`src/rtl/core_types_pkg.sv`:
```
// -----------------------------------------------------------------------------
// core_types_pkg
// Shared types for the integer execution path:
//   XLEN             - default datapath width
//   alu_op_t         - operation code produced by the ALU-control decoder
//   alu_iter_state_t - sequencing state of the iterative ALU
//   is_shift_op()    - true for the ops that run through the bit-serial shifter
// -----------------------------------------------------------------------------
package core_types_pkg;

    localparam int XLEN = 32;

    // Encodings 10..15 are unused; the ALU completes them with a zero result.
    typedef enum logic [3:0] {
        OP_ADD  = 4'd0,
        OP_SUB  = 4'd1,
        OP_AND  = 4'd2,
        OP_OR   = 4'd3,
        OP_XOR  = 4'd4,
        OP_SLT  = 4'd5,
        OP_SLTU = 4'd6,
        OP_SLL  = 4'd7,
        OP_SRL  = 4'd8,
        OP_SRA  = 4'd9
    } alu_op_t;

    typedef enum logic [1:0] {
        IDLE  = 2'd0,
        SHIFT = 2'd1,
        DONE  = 2'd2
    } alu_iter_state_t;

    function automatic logic is_shift_op(input alu_op_t op);
        logic res;
        case (op)
            OP_SLL, OP_SRL, OP_SRA: res = 1'b1;
            default:                res = 1'b0;
        endcase
        return res;
    endfunction

endpackage

```
`src/rtl/alu_simple.sv`:
```
// -----------------------------------------------------------------------------
// alu_simple
// Purely combinational single-cycle ALU operations.
//   in_op  - operation code
//   in_a   - operand A
//   in_b   - operand B
//   result - ADD/SUB/AND/OR/XOR/SLT/SLTU result; zero for shifts and for
//            undefined encodings (shifts are sequenced by alu_iter)
// -----------------------------------------------------------------------------
module alu_simple
    import core_types_pkg::*;
#(
    parameter int XLEN = core_types_pkg::XLEN
) (
    input  alu_op_t          in_op,
    input  logic [XLEN-1:0]  in_a,
    input  logic [XLEN-1:0]  in_b,
    output logic [XLEN-1:0]  result
);

    // Single-cycle operation select; arithmetic wraps modulo 2^XLEN.
    always_comb begin
        result = {XLEN{1'b0}};
        case (in_op)
            OP_ADD:  result = in_a + in_b;
            OP_SUB:  result = in_a - in_b;
            OP_AND:  result = in_a & in_b;
            OP_OR:   result = in_a | in_b;
            OP_XOR:  result = in_a ^ in_b;
            OP_SLT:  result = {{(XLEN-1){1'b0}}, ($signed(in_a) < $signed(in_b))};
            OP_SLTU: result = {{(XLEN-1){1'b0}}, (in_a < in_b)};
            default: result = {XLEN{1'b0}};
        endcase
    end

endmodule

```
`src/rtl/alu_iter.sv`:
```
// -----------------------------------------------------------------------------
// alu_iter
// Iterative ALU: single-cycle ops finish with latency 1, shifts by n (1..31)
// shift one bit per clock and finish with latency n+1.
//   clk, rst_n            - clock, asynchronous active-low reset
//   in_valid / in_ready   - request handshake (in_ready only in IDLE)
//   in_op, in_a, in_b     - operation and operands; shift amount is in_b[4:0]
//   flush                 - synchronous abort, overrides every other event
//   out_valid / out_ready - result handshake (out_valid only in DONE)
//   out_result            - last computed result, held stable in DONE
// -----------------------------------------------------------------------------
module alu_iter
    import core_types_pkg::*;
#(
    parameter int XLEN = core_types_pkg::XLEN
) (
    input  logic             clk,
    input  logic             rst_n,
    input  logic             in_valid,
    output logic             in_ready,
    input  alu_op_t          in_op,
    input  logic [XLEN-1:0]  in_a,
    input  logic [XLEN-1:0]  in_b,
    input  logic             flush,
    output logic             out_valid,
    input  logic             out_ready,
    output logic [XLEN-1:0]  out_result
);

    alu_iter_state_t  state_r;
    alu_iter_state_t  state_next_s;
    logic [4:0]       cnt_r;
    logic [XLEN-1:0]  acc_r;
    logic [XLEN-1:0]  result_r;
    alu_op_t          shop_r;

    logic [4:0]       shamt_s;
    logic             shift_req_s;
    logic             accept_s;
    logic [XLEN-1:0]  simple_res_s;
    logic [XLEN-1:0]  start_res_s;
    logic [XLEN-1:0]  acc_shift_s;

    alu_simple #(.XLEN(XLEN)) u_simple (
        .in_op  (in_op),
        .in_a   (in_a),
        .in_b   (in_b),
        .result (simple_res_s)
    );

    assign shamt_s     = in_b[4:0];
    assign shift_req_s = is_shift_op(in_op) && (shamt_s != 5'd0);
    assign accept_s    = in_valid && (state_r == IDLE) && !flush;

    // Outputs decode directly from the state register and the result register.
    assign in_ready   = (state_r == IDLE);
    assign out_valid  = (state_r == DONE);
    assign out_result = result_r;

    // Result captured at accept: a zero-distance shift passes operand A through.
    always_comb begin
        start_res_s = simple_res_s;
        if (is_shift_op(in_op)) begin
            start_res_s = in_a;
        end else begin
            start_res_s = simple_res_s;
        end
    end

    // One-bit step of the shifter for the op latched at accept.
    always_comb begin
        acc_shift_s = acc_r;
        case (shop_r)
            OP_SLL:  acc_shift_s = {acc_r[XLEN-2:0], 1'b0};
            OP_SRL:  acc_shift_s = {1'b0, acc_r[XLEN-1:1]};
            OP_SRA:  acc_shift_s = {acc_r[XLEN-1], acc_r[XLEN-1:1]};
            default: acc_shift_s = acc_r;
        endcase
    end

    // Next-state logic; flush wins over accept, shift progress and handshake.
    always_comb begin
        state_next_s = state_r;
        if (flush) begin
            state_next_s = IDLE;
        end else begin
            case (state_r)
                IDLE: begin
                    if (in_valid) begin
                        if (shift_req_s) begin
                            state_next_s = SHIFT;
                        end else begin
                            state_next_s = DONE;
                        end
                    end else begin
                        state_next_s = IDLE;
                    end
                end
                SHIFT: begin
                    // <= 1 rather than == 1 so a corrupted zero count cannot stall here
                    if (cnt_r <= 5'd1) begin
                        state_next_s = DONE;
                    end else begin
                        state_next_s = SHIFT;
                    end
                end
                DONE: begin
                    if (out_ready) begin
                        state_next_s = IDLE;
                    end else begin
                        state_next_s = DONE;
                    end
                end
                default: state_next_s = IDLE;
            endcase
        end
    end

    // State register.
    always_ff @(posedge clk or negedge rst_n) begin
        if (!rst_n) begin
            state_r <= IDLE;
        end else begin
            state_r <= state_next_s;
        end
    end

    // Datapath registers: operand capture, per-bit shifting, result update.
    always_ff @(posedge clk or negedge rst_n) begin
        if (!rst_n) begin
            cnt_r    <= 5'd0;
            acc_r    <= {XLEN{1'b0}};
            result_r <= {XLEN{1'b0}};
            shop_r   <= OP_ADD;
        end else if (flush) begin
            cnt_r <= 5'd0;
        end else if (accept_s) begin
            if (shift_req_s) begin
                acc_r  <= in_a;
                cnt_r  <= shamt_s;
                shop_r <= in_op;
            end else begin
                result_r <= start_res_s;
            end
        end else if (state_r == SHIFT) begin
            acc_r <= acc_shift_s;
            cnt_r <= cnt_r - 5'd1;
            if (cnt_r <= 5'd1) begin
                result_r <= acc_shift_s;
            end
        end
    end

endmodule

```
`config.mk`:
```
export PLATFORM = sky130hd
export DESIGN_NAME = alu_iter
export DESIGN_NICKNAME = d
export VERILOG_FILES = /design/src/rtl/core_types_pkg.sv /design/src/rtl/alu_simple.sv /design/src/rtl/alu_iter.sv
export SDC_FILE = /design/constraint.sdc
export NUM_CORES = 1
export LEC_CHECK = 0
export ABC_CLOCK_PERIOD_IN_PS = 3400
export CAP_MARGIN = 20
export CELL_PAD_IN_SITES_DETAIL_PLACEMENT = 0
export CELL_PAD_IN_SITES_GLOBAL_PLACEMENT = 1
export CORE_MARGIN = 10
export CORE_UTILIZATION = 42
export CTS_CLUSTER_DIAMETER = 50
export DETAILED_ROUTE_END_ITERATION = 8
export PLACE_DENSITY_LB_ADDON = 0.1
export SYNTH_ARGS = -nofsm -noshare
export SYNTH_HDL_FRONTEND = slang
export SYNTH_SLANG_ARGS = --single-unit
```
`constraint.sdc`:
```
create_clock -name clk -period 3.4 [get_ports clk]
set_input_delay 0.51 -clock clk [delete_from_list [all_inputs] [get_ports clk]]
set_output_delay 0.51 -clock clk [all_outputs]
set_load 0.03 [all_outputs]
```
==> results.ini <==
[grt]
use_met2_pct = 40.1
antenna_found_initial = 0
gr-usage-met1_pct = 32.0
grt-ovfl-total = 0
grt.total_usage_pct = 24.2
grt_busiest_layer = met2
grt_start_max_net_pins = 56
grt_pass1_wl_um = 56000
grt_util_met3_pct = 3.89
grt_pass1_vias = 10140

[pwr]
power_density_mw_per_mm2 = 452
leakage_nw = 5.56
max-vdd-ir-drop_uv = 281

[cts]
tritoncts = yes
clock_tree.root_cell = clkbuf_16
clockBufferDepth = 2
clkLatencyLatePin_ps = 370
cts_buffers = 9
cts_sinks = 75
cts_hold_buf = 0
htree_levels = 3
post-cts-setup-buffers = 0
clkTransAtPathRegs_ps = 70

[synthesis]
yosys_most_used_dff = dfrtp_1
synth_cell_type_count = 77
synth.avg_cell_area_um2 = 7.24
ys_top_cells_by_area = dfrtp_1, ha_1, a21oi_1
synth_warnings = 0
ys_async_sr_fraction_pct = 100
synth_edf_count = 0
syn_area_mm2 = 0.00912
synthCells = 1260
syn_nets = 1450
synth_top_area_cell = dfrtp_1
synth_seq_cells = 75
yosysTopAreaCellShare_pct = 20.6
synth_seq_area_share_pct = 20.6

[placed_design]
placed_area_mm2 = 0.0119
place.gp.congestion = 0.962
post-place-ws_ps = -387
io_buffer_count = 106
hpwl_um = 27900

[sta]
final.setup_skew_ps = 12.4
tightestPinTransition_ps = 869
setup_viol = 0
hold_viol = 0
fin_ws_ps = 165
maxSlewViolCount = 0
layout_min_cycle_time_ps = 3230
finalCritPeriodShare_pct = 95.1
max_slew_margin_pct = 42.0
max_freq_mhz = 309

[floorplan]
core_mm2 = 0.0212
io_pins = 107
rows = 53
die_area_mm2 = 0.0280
die_h_um = 167
die_x_um = 167
floorplan.initialDensity_pct = 43.0

[critical_path]
crit_fanout = 3
crit_start = in_b[6]
startpoint_type = primary input
crit-reg2reg-launch = state_r[1]
worst_setup_path_end_kind = flip-flop
worstPathRequired_ps = 3650
arrival_ps = 3480
critPathKind = in2reg

[detailed_routing]
routed_via_density = 5.68
ant_nets = 0
via_count = 10201
drt_iter0_drc = 749
post_drt_wl_per_cell_um = 19.7
drcViolationCount = 0
drtPass1Iterations = 5
routed_wl_um = 35400

[cells_and_area]
nFillCells = 2086
area_delta_synth_final_pct = 35.6
design_area_mm2 = 0.0124
layout-drive-gt1-share_pct = 19.6
antenna_cells = 0
finalNetCount = 1707

[min_path]
hp-class = in2async

[job]
drv_cap = 0

[outcome]
run_status = complete, no violations

[final cells by class]
cell class / count / area [um^2] / area share, %
well taps: 275 / 344 / 2.78
clock buffers: 10 / 239 / 1.93
multi-input cells: 999 / 6740 / 54.5
clock inverters: 6 / 63.8 / 0.516
repair buffers: 326 / 2710 / 21.9
flip-flops and latches: 75 / 1880 / 15.2
inverters: 106 / 398 / 3.22
[routing by layer]
layer / wire, um / vias to the layer above
met5: 0 / -
met4: 618 / 0
met3: 1790 / 40
met2: 16500 / 305
met1: 16500 / 4818
li1: - / 5038
[state kept, by name, summed over array words and instances (netlist names)]
| register | count |
|---|---|
| out_result | 32 |
| cnt_r | 5 |
| shop_r | 4 |
| acc_r | 32 |
| state_r | 2 |
[where the power goes]
| part | total [W] | switching, W | internal, W |
|---|---|---|---|
| combinational | 0.00294 | 0.00167 | 0.00127 |
| sequential | 0.00160 | 0.000350 | 0.00125 |
| clock | 0.00106 | 0.000466 | 0.000590 |
[final timing paths]
kind,to,slack (ps),depth (start not counted)
min in group clk,out_result[11],520,2
setup reg to reg,out_result[26],780,8
hold reg to reg,out_result[11],520,2
hold / removal,cnt_r[1],270,1
max in group asynchronous,state_r[1],2430,2
setup / recovery,out_result[29],170,14
[Yosys cell counts (7+ instances only)]
cell	instances
inv_1	96
dfrtp_1	75
nand2_1	123
o21ai_1	15
o21a_1	7
nor2b_1	11
a21oi_1	186
o221ai_1	11
nor2_1	119
o21bai_1	15
a21o_1	10
nand2b_1	8
a221oi_1	31
o21ai_0	82
nand4_1	8
nor3_1	26
ha_1	115
mux2i_1	11
o31ai_1	8
a22oi_1	36
buf_1	10
clkbuf_1	55
inv_2	10
o211ai_1	11
a31oi_1	18
xnor2_1	22
a211oi_1	13
nand3_1	21
buf_2	15
[critical path, cell delays in order]
cell	delay, ps
clkdlybuf4s50_1	500
inv_1	70
ha_1	300
a2111oi_1	390
buf_4	190
o21ai_2	60
nand4_1	170
a21oi_1	150
a21oi_2	210
o21ai_1	120
a221o_1	380
a21oi_1	220
o21ba_1	140
o22ai_1	70
[layout by cell type (no fill, tap or decap), types with 6 or more instances in the layout]
master and n:
a211oi_1 11, a21o_1 10, a21oi_1 180, a21oi_2 7, a221oi_1 31, a22oi_1 36
a31oi_1 18, buf_4 221, clkbuf_16 9, clkdlybuf4s50_1 105, dfrtp_1 75, ha_1 111
inv_1 96, inv_2 10, mux2i_1 11, nand2_1 122, nand2b_1 7, nand3_1 20
nand4_1 8, nor2_1 115, nor2b_1 11, nor3_1 25, o211ai_1 11, o21a_1 7
o21ai_0 81, o21ai_1 12, o21bai_1 14, o221ai_1 11, o31ai_1 7, or3_1 6
xnor2_1 22
[repair_timing]
item	4_1_cts	5_1_grt
pin swaps	0	15
resized for setup	2	31
endpoints found under the hold margin	0	0
endpoints found under the setup margin	2	15
[through the flow]
| stage | std cells | util, % | hold slack (ps) | power [W] | TNS (ps) |
|---|---|---|---|---|---|
| after floorplan | 1260 | - | 214 | 0.00323 | 0 |
| after global placement | 1781 | 56.1 | 506 | 0.00447 | -3450 |
| after detailed placement | 1781 | 56.1 | 512 | 0.00449 | -4520 |
| after CTS | 1797 | 57.5 | 297 | 0.00556 | 0 |
| after global routing | 1797 | 58.3 | 327 | 0.00599 | -22.5 |
| final | 1797 | 58.3 | 272 | 0.00559 | 0 |
[cells by family after synthesis]
family / count (synthesis) / synth area share (%)
AO/OA/AOI/OAI: 490 / 34.1
flip-flops: 75 / 20.6
multiplexers: 13 / 1.45
buffers and inverters: 186 / 7.86
AND/OR/NAND/NOR: 356 / 17.6
adder cells (fa/ha/maj): 117 / 16.2
XOR/XNOR: 23 / 2.21
Note: power is estimated with default switching activity, not from simulation.
